## config.mk

```make
export PLATFORM = sky130hd
export DESIGN_NAME = min_max_tracker
export DESIGN_NICKNAME = d
export VERILOG_FILES = /design/src/rtl/min_max_tracker.sv
export SDC_FILE = /design/constraint.sdc
export NUM_CORES = 1
export LEC_CHECK = 0
export ABC_CLOCK_PERIOD_IN_PS = 2200
export BUFFER_PORTS_ARGS = -buffer_cell sky130_fd_sc_hd__buf_2
export CAP_MARGIN = 40
export CORE_ASPECT_RATIO = 1.75
export CORE_UTILIZATION = 45
export CTS_CLUSTER_SIZE = 40
export DETAILED_ROUTE_END_ITERATION = 16
export GPL_ROUTABILITY_DRIVEN = 0
export PLACE_DENSITY = 0.76
export SETUP_SLACK_MARGIN = 0.4
export SLEW_MARGIN = 20
export SYNTH_ARGS = -nofsm -noshare
export SYNTH_HDL_FRONTEND = slang
export SYNTH_SLANG_ARGS = --single-unit
```

## constraint.sdc

```tcl
create_clock -name Clk -period 2.2 [get_ports Clk]
set_input_delay 0.11 -clock Clk [delete_from_list [all_inputs] [get_ports Clk]]
set_output_delay 0.11 -clock Clk [all_outputs]
set_load 0.01 [all_outputs]
```

## src/rtl/min_max_tracker.sv

```systemverilog
// Streaming frame statistics: running max/min with first-occurrence indices,
// sample count and forced-termination flag, presented on a held output handshake.
module min_max_tracker #(
    parameter int unsigned INPUT_BIT_WIDTH = 32,
    parameter int unsigned INDEX_BIT_WIDTH = 8,
    parameter bit          SIGNED          = 1'b0
) (
    input  logic                       Clk,
    input  logic                       Reset,
    input  logic                       Clear,
    input  logic                       InputValid,
    output logic                       InputReady,
    input  logic [INPUT_BIT_WIDTH-1:0] InputData,
    input  logic                       InputLast,
    output logic                       OutputValid,
    input  logic                       OutputReady,
    output logic [INPUT_BIT_WIDTH-1:0] Max,
    output logic [INPUT_BIT_WIDTH-1:0] Min,
    output logic [INDEX_BIT_WIDTH-1:0] MaxIndex,
    output logic [INDEX_BIT_WIDTH-1:0] MinIndex,
    output logic [INDEX_BIT_WIDTH:0]   Count,
    output logic                       Overflow
);

    typedef enum logic [1:0] {
        EMPTY,
        ACCUM,
        DONE
    } state_t;

    state_t                     state_q, state_d;
    logic [INPUT_BIT_WIDTH-1:0] max_q, max_d;
    logic [INPUT_BIT_WIDTH-1:0] min_q, min_d;
    logic [INDEX_BIT_WIDTH-1:0] max_idx_q, max_idx_d;
    logic [INDEX_BIT_WIDTH-1:0] min_idx_q, min_idx_d;
    logic [INDEX_BIT_WIDTH:0]   count_q, count_d;
    logic                       ovf_q, ovf_d;

    logic accept;
    logic out_accept;
    logic greater;
    logic less;
    logic last_slot;

    assign InputReady  = (state_q != DONE);
    assign OutputValid = (state_q == DONE);
    assign accept      = InputValid && InputReady;
    assign out_accept  = OutputValid && OutputReady;

    assign greater = SIGNED ? ($signed(InputData) > $signed(max_q)) : (InputData > max_q);
    assign less    = SIGNED ? ($signed(InputData) < $signed(min_q)) : (InputData < min_q);

    // The sample being accepted in ACCUM has index count_q; the last legal index is all-ones.
    assign last_slot = (count_q == {1'b0, {INDEX_BIT_WIDTH{1'b1}}});

    always_comb begin
        state_d   = state_q;
        max_d     = max_q;
        min_d     = min_q;
        max_idx_d = max_idx_q;
        min_idx_d = min_idx_q;
        count_d   = count_q;
        ovf_d     = ovf_q;

        if (Clear) begin
            state_d = EMPTY;
        end else begin
            unique case (state_q)
                EMPTY: begin
                    if (accept) begin
                        max_d     = InputData;
                        min_d     = InputData;
                        max_idx_d = '0;
                        min_idx_d = '0;
                        count_d   = {{INDEX_BIT_WIDTH{1'b0}}, 1'b1};
                        ovf_d     = 1'b0;
                        state_d   = InputLast ? DONE : ACCUM;
                    end
                end
                ACCUM: begin
                    if (accept) begin
                        if (greater) begin
                            max_d     = InputData;
                            max_idx_d = count_q[INDEX_BIT_WIDTH-1:0];
                        end
                        if (less) begin
                            min_d     = InputData;
                            min_idx_d = count_q[INDEX_BIT_WIDTH-1:0];
                        end
                        count_d = count_q + 1'b1;
                        if (InputLast) begin
                            state_d = DONE;
                        end else if (last_slot) begin
                            state_d = DONE;
                            ovf_d   = 1'b1;
                        end
                    end
                end
                DONE: begin
                    if (out_accept) begin
                        state_d = EMPTY;
                    end
                end
                default: state_d = EMPTY;
            endcase
        end
    end

    always_ff @(posedge Clk) begin
        if (Reset) begin
            state_q   <= EMPTY;
            max_q     <= '0;
            min_q     <= '0;
            max_idx_q <= '0;
            min_idx_q <= '0;
            count_q   <= '0;
            ovf_q     <= 1'b0;
        end else begin
            state_q   <= state_d;
            max_q     <= max_d;
            min_q     <= min_d;
            max_idx_q <= max_idx_d;
            min_idx_q <= min_idx_d;
            count_q   <= count_d;
            ovf_q     <= ovf_d;
        end
    end

    assign Max      = max_q;
    assign Min      = min_q;
    assign MaxIndex = max_idx_q;
    assign MinIndex = min_idx_q;
    assign Count    = count_q;
    assign Overflow = ovf_q;

endmodule

```

==> summary.log, run 1 <==
INFO  logic_synthesis synth.most_common_cell=sky130_fd_sc_hd__dfxtp_1
INFO  logic_synthesis yosys-top-cells-count=92 x sky130_fd_sc_hd__dfxtp_1, 66 x sky130_fd_sc_hd__inv_1, 65 x sky130_fd_sc_hd__ha_1
INFO  floorplan      start_util=45.97%
INFO  floorplan      num_rows=51
INFO  pwr            ir_drop=0.4785mV
INFO  route          wl_per_cell=20.99µm
INFO  floorplan      floorplan.die.width=82.51µm
INFO  route          viasPerCell=6.173
INFO  logic_synthesis synth_top_area_share=36.09%
INFO  pwr            power.density_cell_area=598.2nW/µm²
INFO  timing         fin_worst_hold_slack=0.03565ns
INFO  logic_synthesis synth_fp_nets=657
INFO  timing         setup_ws=-0.3890ns
INFO  route          postRouteAntennaNets=0
INFO  placed_design  post_dp_cell_area=6588µm²
INFO  logic_synthesis async_reset_ff_share=0%
INFO  clock_tree     max-clock-path-buffers=2
INFO  final_layout   area_delta_synth_final=56.68%
INFO  final_layout   share_of_cells_above_drive_strength_1=52.56%
INFO  route          route.final.wire_length=19.14mm
INFO  global_routing grt_start_max_net_pins=44
INFO  pwr            finalPower=4783µW
INFO  route          first_pass_iters=5
INFO  floorplan      top_level_ports=130
INFO  logic_synthesis yosysSeqAreaShare=36.09%
INFO  timing         clock.fmax=0.3863GHz
INFO  setup_path     setup.worst_path.class=reg2reg
INFO  status         violations_in_the_final_reports=negative setup slack
INFO  timing         finalCritPeriodShare=117.7%
INFO  clock_tree     clock_tree_from_tritoncts=built
INFO  floorplan      coreArea=11100µm²
INFO  logic_synthesis post_synth_num_cell_types=45
INFO  setup_path     worstPathArrival=2.83ns
INFO  clock_tree     clock-root-buffer=sky130_fd_sc_hd__clkbuf_16
INFO  placed_design  place_hpwl=11.84mm
INFO  pwr            leakage_power=0.003430µW
INFO  min_path       min-delay-path-class=in2reg
INFO  logic_synthesis synth.area.top_cells=sky130_fd_sc_hd__dfxtp_1 36%, sky130_fd_sc_hd__ha_1 16%, sky130_fd_sc_hd__a32o_1 6.3%
INFO  setup_path     timing.critical_path.from_type=flop
INFO  global_routing antenna_found_initial=0
INFO  clock_tree     cts_inserted_buffers=9
INFO  route          drt-initial-drc-count=336
INFO  clock_tree     worst_skew_pair.late_latency=0.36ns
INFO  setup_path     crit_path_max_fanout=5
INFO  clock_tree     cts.htree.levels=3
INFO  logic_synthesis postSynthAreaPerCell=9.212µm²
INFO  global_routing grtUsageTotal=31.83%
INFO  clock_tree     sink_count=92
INFO  setup_path     critPathSlowestCell=sky130_fd_sc_hd__or4_4
INFO  clock_tree     worst_setup_hold_path_clk_slew=0.08ns
INFO  route          routed_via_count=5630
INFO  timing         period_minus_slack=2.589ns
INFO  final_layout   layout.nets=878
INFO  final_layout   final_instance_area=7996µm²
INFO  setup_path     end_kind=flop
INFO  logic_synthesis synth.ff_latch_count=92
INFO  logic_synthesis syn_area=5104µm²
INFO  global_routing grt_overflow_total=0
INFO  floorplan      fp.dieH=142.9µm
INFO  placed_design  placement.io_buffers=129
INFO  placed_design  dpl_worst_slack=-0.2261ns
INFO  setup_path     crit_required=2.44ns
INFO  timing         rsz0062_at_grt=true
INFO  setup_path     crit_chain=inv_1 -> ha_4 -> nand2_2 -> or4_4 -> o31a_1 -> o21ai_2 -> buf_4 -> a31oi_4 -> buf_12 -> buf_6 -> a32o_1
INFO  global_routing global_route_wire_length_before_repair=28.19mm
INFO  logic_synthesis synth_enable_flop_cells=0
INFO  setup_path     worst_path_dominant_cell_family=compound AO/OA/AOI/OAI gates
INFO  timing         timing_hold_violations_final=0
INFO  logic_synthesis yosys_warnings=0
INFO  logic_synthesis synth.largest_area_cell=sky130_fd_sc_hd__dfxtp_1
INFO  logic_synthesis syn-instance-count=554
INFO  global_routing grt_pass1_vias=5861
INFO  setup_path     worst_path_largest_cell_delay=0.52ns
INFO  status         run_status=complete, but fails checks
INFO  flow_run       max_cap_viols=0
INFO  logic_synthesis ys.flop_type=sky130_fd_sc_hd__dfxtp_1
INFO  final_layout   antenna_cell_count=0
INFO  floorplan      fp.dieArea=11790µm²
INFO  timing         timing_worst_slew_pin_value=0.8451ns
INFO  timing         timing.max_slew.rel_slack=43.66%
INFO  route          route.detailed.drc=0
INFO  setup_path     cp_num_buf_inv=4
INFO  timing         finalMaxSlewViolations=0
INFO  timing         clock-skew-final=0.008887ns
INFO  timing         final_setup_fails=80
==> state kept, by name, summed over array words and instances, names as in the netlist <==
signal / cells
Min: 32
MaxIndex: 8
Overflow: 1
state_q: 2
Max: 32
Count: 9
MinIndex: 8
==> cells by family after synthesis <==
kind of cell / share of synthesized area [%]
muxes: 3.334
and+or+nand+nor: 10.57
xor gates and xnor gates: 0.6864
adders and majority gates: 15.94
DFF: 36.09
buffers and inverters: 8.973
AOI/OAI and AO/OA: 24.42
==> routing by layer <==
layer | vias up | routed length, µm | global-route usage, %
met5 | - | 0 | 0
met4 | 0 | 1377 | 24.77
met3 | 121 | 1001 | 6.773
met2 | 277 | 10030 | 54.46
met1 | 2727 | 6732 | 32.49
li1 | 2505 | - | -
==> power by group <==
group          total, µW  internal, µW  switching, µW
Sequential          1810          1750           54.1
Combinational       1360           628            734
Clock               1620           819            797
Total               4780          3200           1580
==> metrics by stage <==
stage               std cells  utilization, %  setup TNS [ns]
CTS                       901           68.89          -10.70
finish                    912           72.02          -19.44
global route              912           72.02          -30.26
global placement          872           59.33          -10.86
floorplan                 554               -          -2.852
detailed placement        872           59.33          -13.67
==> layout by cell type (no fill, tap or decap), types with 3 or more instances in the layout <==
| cell | instances |
|---|---|
| sky130_fd_sc_hd__buf_2 | 129 |
| sky130_fd_sc_hd__buf_4 | 91 |
| sky130_fd_sc_hd__dfxtp_1 | 62 |
| sky130_fd_sc_hd__inv_1 | 46 |
| sky130_fd_sc_hd__nand2_1 | 45 |
| sky130_fd_sc_hd__ha_1 | 43 |
| sky130_fd_sc_hd__dfxtp_2 | 30 |
| sky130_fd_sc_hd__a32o_1 | 28 |
| sky130_fd_sc_hd__ha_4 | 22 |
| sky130_fd_sc_hd__a21oi_1 | 21 |
| sky130_fd_sc_hd__inv_2 | 20 |
| sky130_fd_sc_hd__o31ai_2 | 19 |
| sky130_fd_sc_hd__mux2i_1 | 17 |
| sky130_fd_sc_hd__nor2_1 | 17 |
| sky130_fd_sc_hd__o2111ai_2 | 15 |
| sky130_fd_sc_hd__o2111ai_4 | 15 |
| sky130_fd_sc_hd__buf_6 | 14 |
| sky130_fd_sc_hd__o21ai_0 | 13 |
| sky130_fd_sc_hd__nand4_1 | 12 |
| sky130_fd_sc_hd__o31ai_1 | 12 |
| sky130_fd_sc_hd__clkbuf_16 | 11 |
| sky130_fd_sc_hd__nand3_1 | 9 |
| sky130_fd_sc_hd__buf_12 | 7 |
| sky130_fd_sc_hd__a21o_1 | 5 |
| sky130_fd_sc_hd__a32o_2 | 4 |
| sky130_fd_sc_hd__xor2_1 | 4 |
| sky130_fd_sc_hd__nand2b_1 | 4 |
| sky130_fd_sc_hd__a21oi_2 | 4 |
| sky130_fd_sc_hd__o21ai_2 | 4 |
| sky130_fd_sc_hd__nor2b_1 | 3 |
| sky130_fd_sc_hd__o21a_1 | 3 |
| sky130_fd_sc_hd__clkinv_8 | 3 |
==> worst paths after layout <==
kind,endpoint,startpoint,cells after the start,slack [ns]
min reg2reg,MaxIndex[4],MaxIndex[4],2,0.47
max,Max[18],Max[15],11,-0.39
max reg2reg,Max[18],Max[15],11,-0.39
min,Max[0],InputData[0],2,0.04
==> cell type report <==
cell class / count / area, µm²
clock inverters: 7 / 88.84
multi-input cells: 359 / 3645
flip-flops and latches: 92 / 1879
inverters: 67 / 251.5
repair buffers: 246 / 1742
clock buffers: 9 / 225.2
fillers: 735 / 3107
well taps: 132 / 165.2
==> timing repair <==
action	in CTS	in global routing
endpoints found under the setup margin	80	83
gates cloned	5	4
pin swaps	12	13
setup buffers	7	7
hold buffers	1	0
endpoints found under the hold margin	1	0
resized for setup	113	40
No activity file was read; power rests on OpenSTA's default activity.
==> run 2: changes to the inputs <==
--- a/config.mk
+++ b/config.mk
@@ -5,7 +5,7 @@
 export SDC_FILE = /design/constraint.sdc
 export NUM_CORES = 1
 export LEC_CHECK = 0
-export ABC_CLOCK_PERIOD_IN_PS = 2200
+export ABC_CLOCK_PERIOD_IN_PS = 3200
 export BUFFER_PORTS_ARGS = -buffer_cell sky130_fd_sc_hd__buf_2
 export CAP_MARGIN = 40
 export CORE_ASPECT_RATIO = 1.75
@@ -13,7 +13,7 @@
 export CTS_CLUSTER_SIZE = 40
 export DETAILED_ROUTE_END_ITERATION = 16
 export GPL_ROUTABILITY_DRIVEN = 0
-export PLACE_DENSITY = 0.76
+export PLACE_DENSITY = 0.73
 export SETUP_SLACK_MARGIN = 0.4
 export SLEW_MARGIN = 20
 export SYNTH_ARGS = -nofsm -noshare
==> constraint.sdc (replaced) <==
create_clock -name Clk -period 3.2 [get_ports Clk]
set_input_delay 0.16 -clock Clk [delete_from_list [all_inputs] [get_ports Clk]]
set_output_delay 0.16 -clock Clk [all_outputs]
set_load 0.01 [all_outputs]
==> summary.log, run 2 (same netlist as run 1, synthesis figures left out) <==
INFO  status         run_status=completed
INFO  final_layout   layout.cells.most_common=sky130_fd_sc_hd__buf_2
INFO  floorplan      fp.dieH=142.9µm [unchanged]
INFO  global_routing grt_pass1_vias=4597 [-22%]
INFO  route          routed_via_count=4856 [-14%]
INFO  floorplan      floorplan.die.width=82.51µm [unchanged]
INFO  global_routing grt_overflow_total=0 [unchanged]
INFO  final_layout   antenna_cell_count=0 [unchanged]
INFO  clock_tree     cts_inserted_buffers=9 [unchanged]
INFO  final_layout   finish.utilization=55.21% [-17 points]
INFO  final_layout   layout.nets=776 [-12%]
INFO  timing         timing_hold_violations_final=0 [unchanged]
INFO  setup_path     crit_chain=inv_1 -> ha_1 -> a21o_1 -> nand3_1 -> a21oi_1 -> a211oi_1 -> o31a_1 -> buf_4 -> o21a_1 -> buf_4 -> o31ai_1
INFO  pwr            leakage_power=0.002712µW [-21%]
INFO  route          route.final.wire_length=14.34mm [-25%]
INFO  final_layout   share_of_cells_above_drive_strength_1=24.63% [-28 points]
INFO  flow_run       max_cap_viols=0 [unchanged]
INFO  setup_path     cp_num_buf_inv=3 [-1]
INFO  clock_tree     worst_skew_pair.late_latency=0.34ns [-0.02 ns]
INFO  timing         timing_worst_slew_pin_value=0.6559ns [-0.1892 ns]
INFO  clock_tree     worst_setup_hold_path_clk_slew=0.07ns [about the same]
INFO  setup_path     crit_path_frequent_cell=sky130_fd_sc_hd__buf_4
INFO  pwr            ir_drop=0.2989mV [-38%]
INFO  final_layout   final_cell_mix=129 x sky130_fd_sc_hd__buf_2, 92 x sky130_fd_sc_hd__dfxtp_1, 66 x sky130_fd_sc_hd__inv_1
INFO  clock_tree     clock-root-buffer=sky130_fd_sc_hd__clkbuf_16
INFO  setup_path     worst_path_largest_cell_delay=0.36ns [-0.16 ns]
INFO  floorplan      num_rows=51 [unchanged]
INFO  floorplan      top_level_ports=130 [unchanged]
INFO  route          drt-initial-drc-count=269 [-20%]
INFO  floorplan      coreArea=11100µm² [unchanged]
INFO  clock_tree     max-clock-path-buffers=2 [unchanged]
INFO  floorplan      fp.dieArea=11790µm² [unchanged]
INFO  clock_tree     sink_count=92 [unchanged]
INFO  timing         clock.fmax=0.3932GHz [+1.8%]
INFO  timing         timing.max_slew.rel_slack=56.28% [+13 points]
INFO  floorplan      start_util=45.97% [unchanged]
INFO  timing         period_minus_slack=2.543ns [-0.04570 ns]
INFO  timing         tns=0ns [+19.44 ns]
INFO  setup_path     crit_path_max_fanout=17 [+12]
INFO  global_routing global_route_wire_length_before_repair=21.92mm [-22%]
INFO  setup_path     worstPathArrival=2.76ns [-0.07 ns]
INFO  global_routing antenna_found_initial=0 [unchanged]
INFO  setup_path     end_kind=flop
INFO  setup_path     critPathSlowestCell=sky130_fd_sc_hd__a211oi_1
INFO  route          viasPerCell=5.995 [-2.9%]
INFO  route          route.detailed.drc=0 [unchanged]
INFO  route          first_pass_iters=5 [unchanged]
INFO  timing         rsz0062_at_grt=false
INFO  setup_path     timing.critical_path.from_type=flop
INFO  setup_path     worst_path_dominant_cell_family=compound AO/OA/AOI/OAI gates
INFO  placed_design  place.detailed.instances=791 [-9.3%]
INFO  setup_path     setup.worst_path.class=reg2reg
INFO  global_routing grtUsageTotal=24.42% [-7.4 points]
INFO  placed_design  place_hpwl=10.52mm [-11%]
INFO  global_routing grt_start_max_net_pins=44 [unchanged]
INFO  timing         finalCritPeriodShare=79.48% [-38 points]
INFO  timing         fin_worst_hold_slack=0.09190ns [+0.05625 ns]
INFO  clock_tree     cts.htree.levels=3 [unchanged]
INFO  route          wl_per_cell=17.71µm [-16%]
INFO  clock_tree     clock_tree_from_tritoncts=built
INFO  timing         finalMaxSlewViolations=0 [unchanged]
INFO  route          postRouteAntennaNets=0 [unchanged]
INFO  min_path       min-delay-path-class=in2reg
INFO  timing         final_setup_fails=0 [-100%]
INFO  final_layout   area_delta_synth_final=20.10%
INFO  pwr            power.density_cell_area=458.8nW/µm² [-23%]
INFO  setup_path     crit_required=3.41ns [+0.97 ns]
INFO  placed_design  placement.io_buffers=129 [unchanged]
INFO  timing         clock-skew-final=0.007874ns [-0.001013 ns]
INFO  final_layout   instances_no_fill=810 [-11%]
INFO  final_layout   fillerInstances=1047 [+42%]
## run 2: cell types whose count changed in the layout (fill, tap and decap cells not counted), sizes merged
| cell | change |
|---|---|
| buf | -101 |
| inv | +1 |
| and2 | +1 |
| clkinvlp | +2 |
| clkbuf | -2 |
| clkinv | -3 |
## run 2: cell type report
class                           instances  area [µm²]  area share (%)
Clock inverter                          7       57.56          0.9390
Multi-Input combinational cell        360        2831           46.19
Tap cell                              132       165.2           2.694
Clock buffer                            9       225.2           3.674
Sequential cell                        92        1842           30.05
Timing Repair Buffer                  143       757.0           12.35
Inverter                               67       251.5           4.103
## run 2: power breakdown
part           switching [µW]  internal (µW)
clock                     485            539
combinational             331            216
sequential               39.7           1200
## run 2: per-stage QoR
step	area, µm²	total power (µW)	setup slack, ns
after floorplan	5104	1606	0.7942
after global placement	5794	1782	0.3389
after detailed placement	5802	1799	0.2703
after CTS	6103	2821	0.4499
after global routing	6130	2946	0.4856
final	6130	2812	0.6567
## run 2: final timing paths
check	start	endpoint	slack, ns	depth (start not counted)
hold / removal	InputData[0]	Max[0]	0.09	2
setup / recovery	Min[17]	Min[24]	0.66	11
setup reg to reg	Min[17]	Min[24]	0.66	11
hold reg to reg	MaxIndex[3]	MaxIndex[3]	0.46	2
## run 2: routing by layer
layer	up-vias	share of wire [%]	GRT usage [%]
met1	2358	39	26.75
met5	-	0	0
met2	154	53	43.11
li1	2308	-	-
met3	36	4.4	4.089
met4	0	3.8	13.61
## run 2: timing repair
action                                 in CTS  in global routing
pin swaps                                   0                  1
hold buffers                                1                  0
gates cloned                                0                  1
setup buffers                               0                  1
resized for setup                           1                  3
setup endpoints to repair                  22                 33
endpoints found under the hold margin       1                  0
==> run 3: changes to the inputs <==
--- a/config.mk
+++ b/config.mk
@@ -5,7 +5,7 @@
 export SDC_FILE = /design/constraint.sdc
 export NUM_CORES = 1
 export LEC_CHECK = 0
-export ABC_CLOCK_PERIOD_IN_PS = 3200
+export ABC_CLOCK_PERIOD_IN_PS = 2500
 export BUFFER_PORTS_ARGS = -buffer_cell sky130_fd_sc_hd__buf_2
 export CAP_MARGIN = 40
 export CORE_ASPECT_RATIO = 1.75
==> constraint.sdc (replaced) <==
create_clock -name Clk -period 2.5 [get_ports Clk]
set_input_delay 0.125 -clock Clk [delete_from_list [all_inputs] [get_ports Clk]]
set_output_delay 0.125 -clock Clk [all_outputs]
set_load 0.01 [all_outputs]
==> summary.log, run 3 (same netlist as run 1, synthesis figures left out) <==
INFO  status         run_status=complete, but fails checks
INFO  status         violations_in_the_final_reports=negative setup slack
INFO  final_layout   fillerInstances=834 [-20%]
INFO  placed_design  dpl_worst_slack=-0.03249ns [-0.3027 ns]
INFO  timing         timing_hold_violations_final=0 [unchanged]
INFO  final_layout   antenna_cell_count=0 [unchanged]
INFO  setup_path     critPathSlowestCell=sky130_fd_sc_hd__dfxtp_1
INFO  clock_tree     clock_tree_from_tritoncts=built
INFO  route          dr_wl_met2=9.579mm [+27%]
INFO  min_path       min-delay-path-class=in2reg
INFO  timing         setup_ws=-0.1050ns [-0.7617 ns]
INFO  final_layout   area_delta_synth_final=44.52%
INFO  floorplan      fp.dieArea=11790µm² [unchanged]
INFO  timing         final_setup_fails=32 [+32]
INFO  global_routing global_route_wire_length_before_repair=24.97mm [+14%]
INFO  timing         finalCritPeriodShare=104.2% [+25 points]
INFO  route          dr.max_layer_used=met4
INFO  clock_tree     worst_skew_pair.late_latency=0.36ns [+0.02 ns]
INFO  timing         period_minus_slack=2.605ns [+0.06170 ns]
INFO  route          wl_per_cell=21.15µm [+19%]
INFO  timing         clock.fmax=0.3839GHz [-2.4%]
INFO  clock_tree     max-clock-path-buffers=2 [unchanged]
INFO  route          met3_length=1.062mm [+68%]
INFO  timing         clock-skew-final=0.01067ns [+0.002793 ns]
INFO  route          route.final.wire_length=18.17mm [+27%]
INFO  final_layout   finish.utilization=66.43% [+11 points]
INFO  clock_tree     cts_inserted_buffers=9 [unchanged]
INFO  final_layout   final_cell_mix=129 x sky130_fd_sc_hd__buf_2, 57 x sky130_fd_sc_hd__dfxtp_1, 53 x sky130_fd_sc_hd__inv_1
INFO  pwr            finalPower=4056µW [+44%]
INFO  floorplan      fp.dieH=142.9µm [unchanged]
INFO  setup_path     setup.worst_path.class=reg2reg
INFO  route          routed_via_count=5347 [+10%]
INFO  floorplan      top_level_ports=130 [unchanged]
INFO  timing         timing.max_slew.rel_slack=49.92% [-6.4 points]
INFO  setup_path     worstPathArrival=2.89ns [+0.13 ns]
INFO  floorplan      num_rows=51 [unchanged]
INFO  route          route.detailed.drc=0 [unchanged]
INFO  pwr            leakage_power=0.003129µW [+15%]
INFO  global_routing grt_pass1_vias=5222 [+14%]
INFO  global_routing grt_start_max_net_pins=44 [unchanged]
INFO  timing         timing_worst_slew_pin_value=0.7512ns [+0.09533 ns]
INFO  global_routing grt_overflow_total=0 [unchanged]
INFO  setup_path     crit_required=2.79ns [-0.62 ns]
INFO  clock_tree     cts.htree.levels=3 [unchanged]
INFO  route          drt-initial-drc-count=313 [+16%]
INFO  setup_path     worst_path_largest_cell_delay=0.48ns [+0.12 ns]
INFO  route          wl_met1=6.549mm [+17%]
INFO  floorplan      floorplan.die.width=82.51µm [unchanged]
INFO  placed_design  place_hpwl=11.02mm [+4.7%]
INFO  setup_path     end_kind=flop
INFO  clock_tree     clock-root-buffer=sky130_fd_sc_hd__clkbuf_16
INFO  route          viasPerCell=6.225 [+3.8%]
INFO  global_routing antenna_found_initial=0 [unchanged]
INFO  route          postRouteAntennaNets=0 [unchanged]
INFO  pwr            power.density_cell_area=549.9nW/µm² [+20%]
INFO  timing         finalMaxSlewViolations=0 [unchanged]
INFO  final_layout   share_of_cells_above_drive_strength_1=44.70% [+20 points]
INFO  final_layout   layout.nets=825 [+6.3%]
INFO  pwr            ir_drop=0.4297mV [+44%]
INFO  route          first_pass_iters=8 [+3]
INFO  final_layout   layout.cells.most_common=sky130_fd_sc_hd__buf_2
INFO  setup_path     crit_path_max_fanout=6 [-11]
INFO  placed_design  placement.io_buffers=129 [unchanged]
INFO  setup_path     timing.critical_path.from_type=flop
INFO  global_routing grtUsageTotal=28.37% [+3.9 points]
INFO  timing         rsz0062_at_grt=true
INFO  timing         tns=-1.767ns [-1.767 ns]
INFO  flow_run       max_cap_viols=0 [unchanged]
INFO  clock_tree     sink_count=92 [unchanged]
INFO  clock_tree     worst_setup_hold_path_clk_slew=0.08ns [about the same]
INFO  setup_path     crit_chain=inv_1 -> ha_1 -> nand4_1 -> nor4_2 -> buf_4 -> a31oi_1 -> a21oi_1 -> o21ai_2 -> buf_4 -> a31oi_4 -> buf_6 -> buf_6 -> a32o_1
INFO  floorplan      start_util=45.97% [unchanged]
INFO  floorplan      coreArea=11100µm² [unchanged]
## run 3: layout make-up
class	instances	area, µm²	share of cell area [%]
Clock inverter	7	76.32	1.035
Sequential cell	92	1886	25.56
Clock buffer	9	225.2	3.053
Tap cell	132	165.2	2.239
Timing Repair Buffer	193	1384	18.76
Inverter	67	251.5	3.410
Multi-Input combinational cell	359	3388	45.94
## run 3: metal layers
metal	GRT usage (%)	vias to the layer above
li1	-	2409
met5	0	-
met4	22.14	0
met3	5.623	81
met1	28.57	2596
met2	49.20	261
## run 3: timing repair
action	in CTS	in global routing
buffers inserted	17	12
hold buffers	1	0
endpoints found under the setup margin	80	80
pin swaps	19	20
endpoints found under the hold margin	1	0
resized for setup	86	52
gates cloned	4	8
## run 3: path summary, 6_finish.rpt
check / startpoint / to / slack [ns] / depth (start not counted)
worst max-delay path: Max[16] / Max[15] / -0.10 / 13
worst min-delay path: InputData[0] / Max[0] / 0.05 / 2
worst max register to register: Max[16] / Max[15] / -0.10 / 13
worst min register to register: MinIndex[7] / MinIndex[7] / 0.47 / 2
## run 3: worst max-delay path: cells and delay by family (launching register included)
kind | cells | cell delay (ns)
AOI/OAI and AO/OA | 5 | 0.68
adders and majority gates | 1 | 0.31
and+or+nand+nor | 2 | 0.37
buffers and inverters | 5 | 0.69
DFF | 1 | 0.48
## run 3: power by group
group,total [µW],switching (µW),leakage [µW],internal (µW)
sequential,1600,56.8,0.000764,1540
combinational,1050,578,0.00222,471
clock,1410,692,0.000149,714
## run 3: per-stage QoR
step                hold slack [ns]  std cells  area (µm²)
floorplan                    0.2011        554        5214
global placement             0.3048        801        5992
detailed placement           0.3222        801        5992
CTS                         0.04498        839        6890
global route                0.05907        859        7376
finish                      0.05106        859        7376
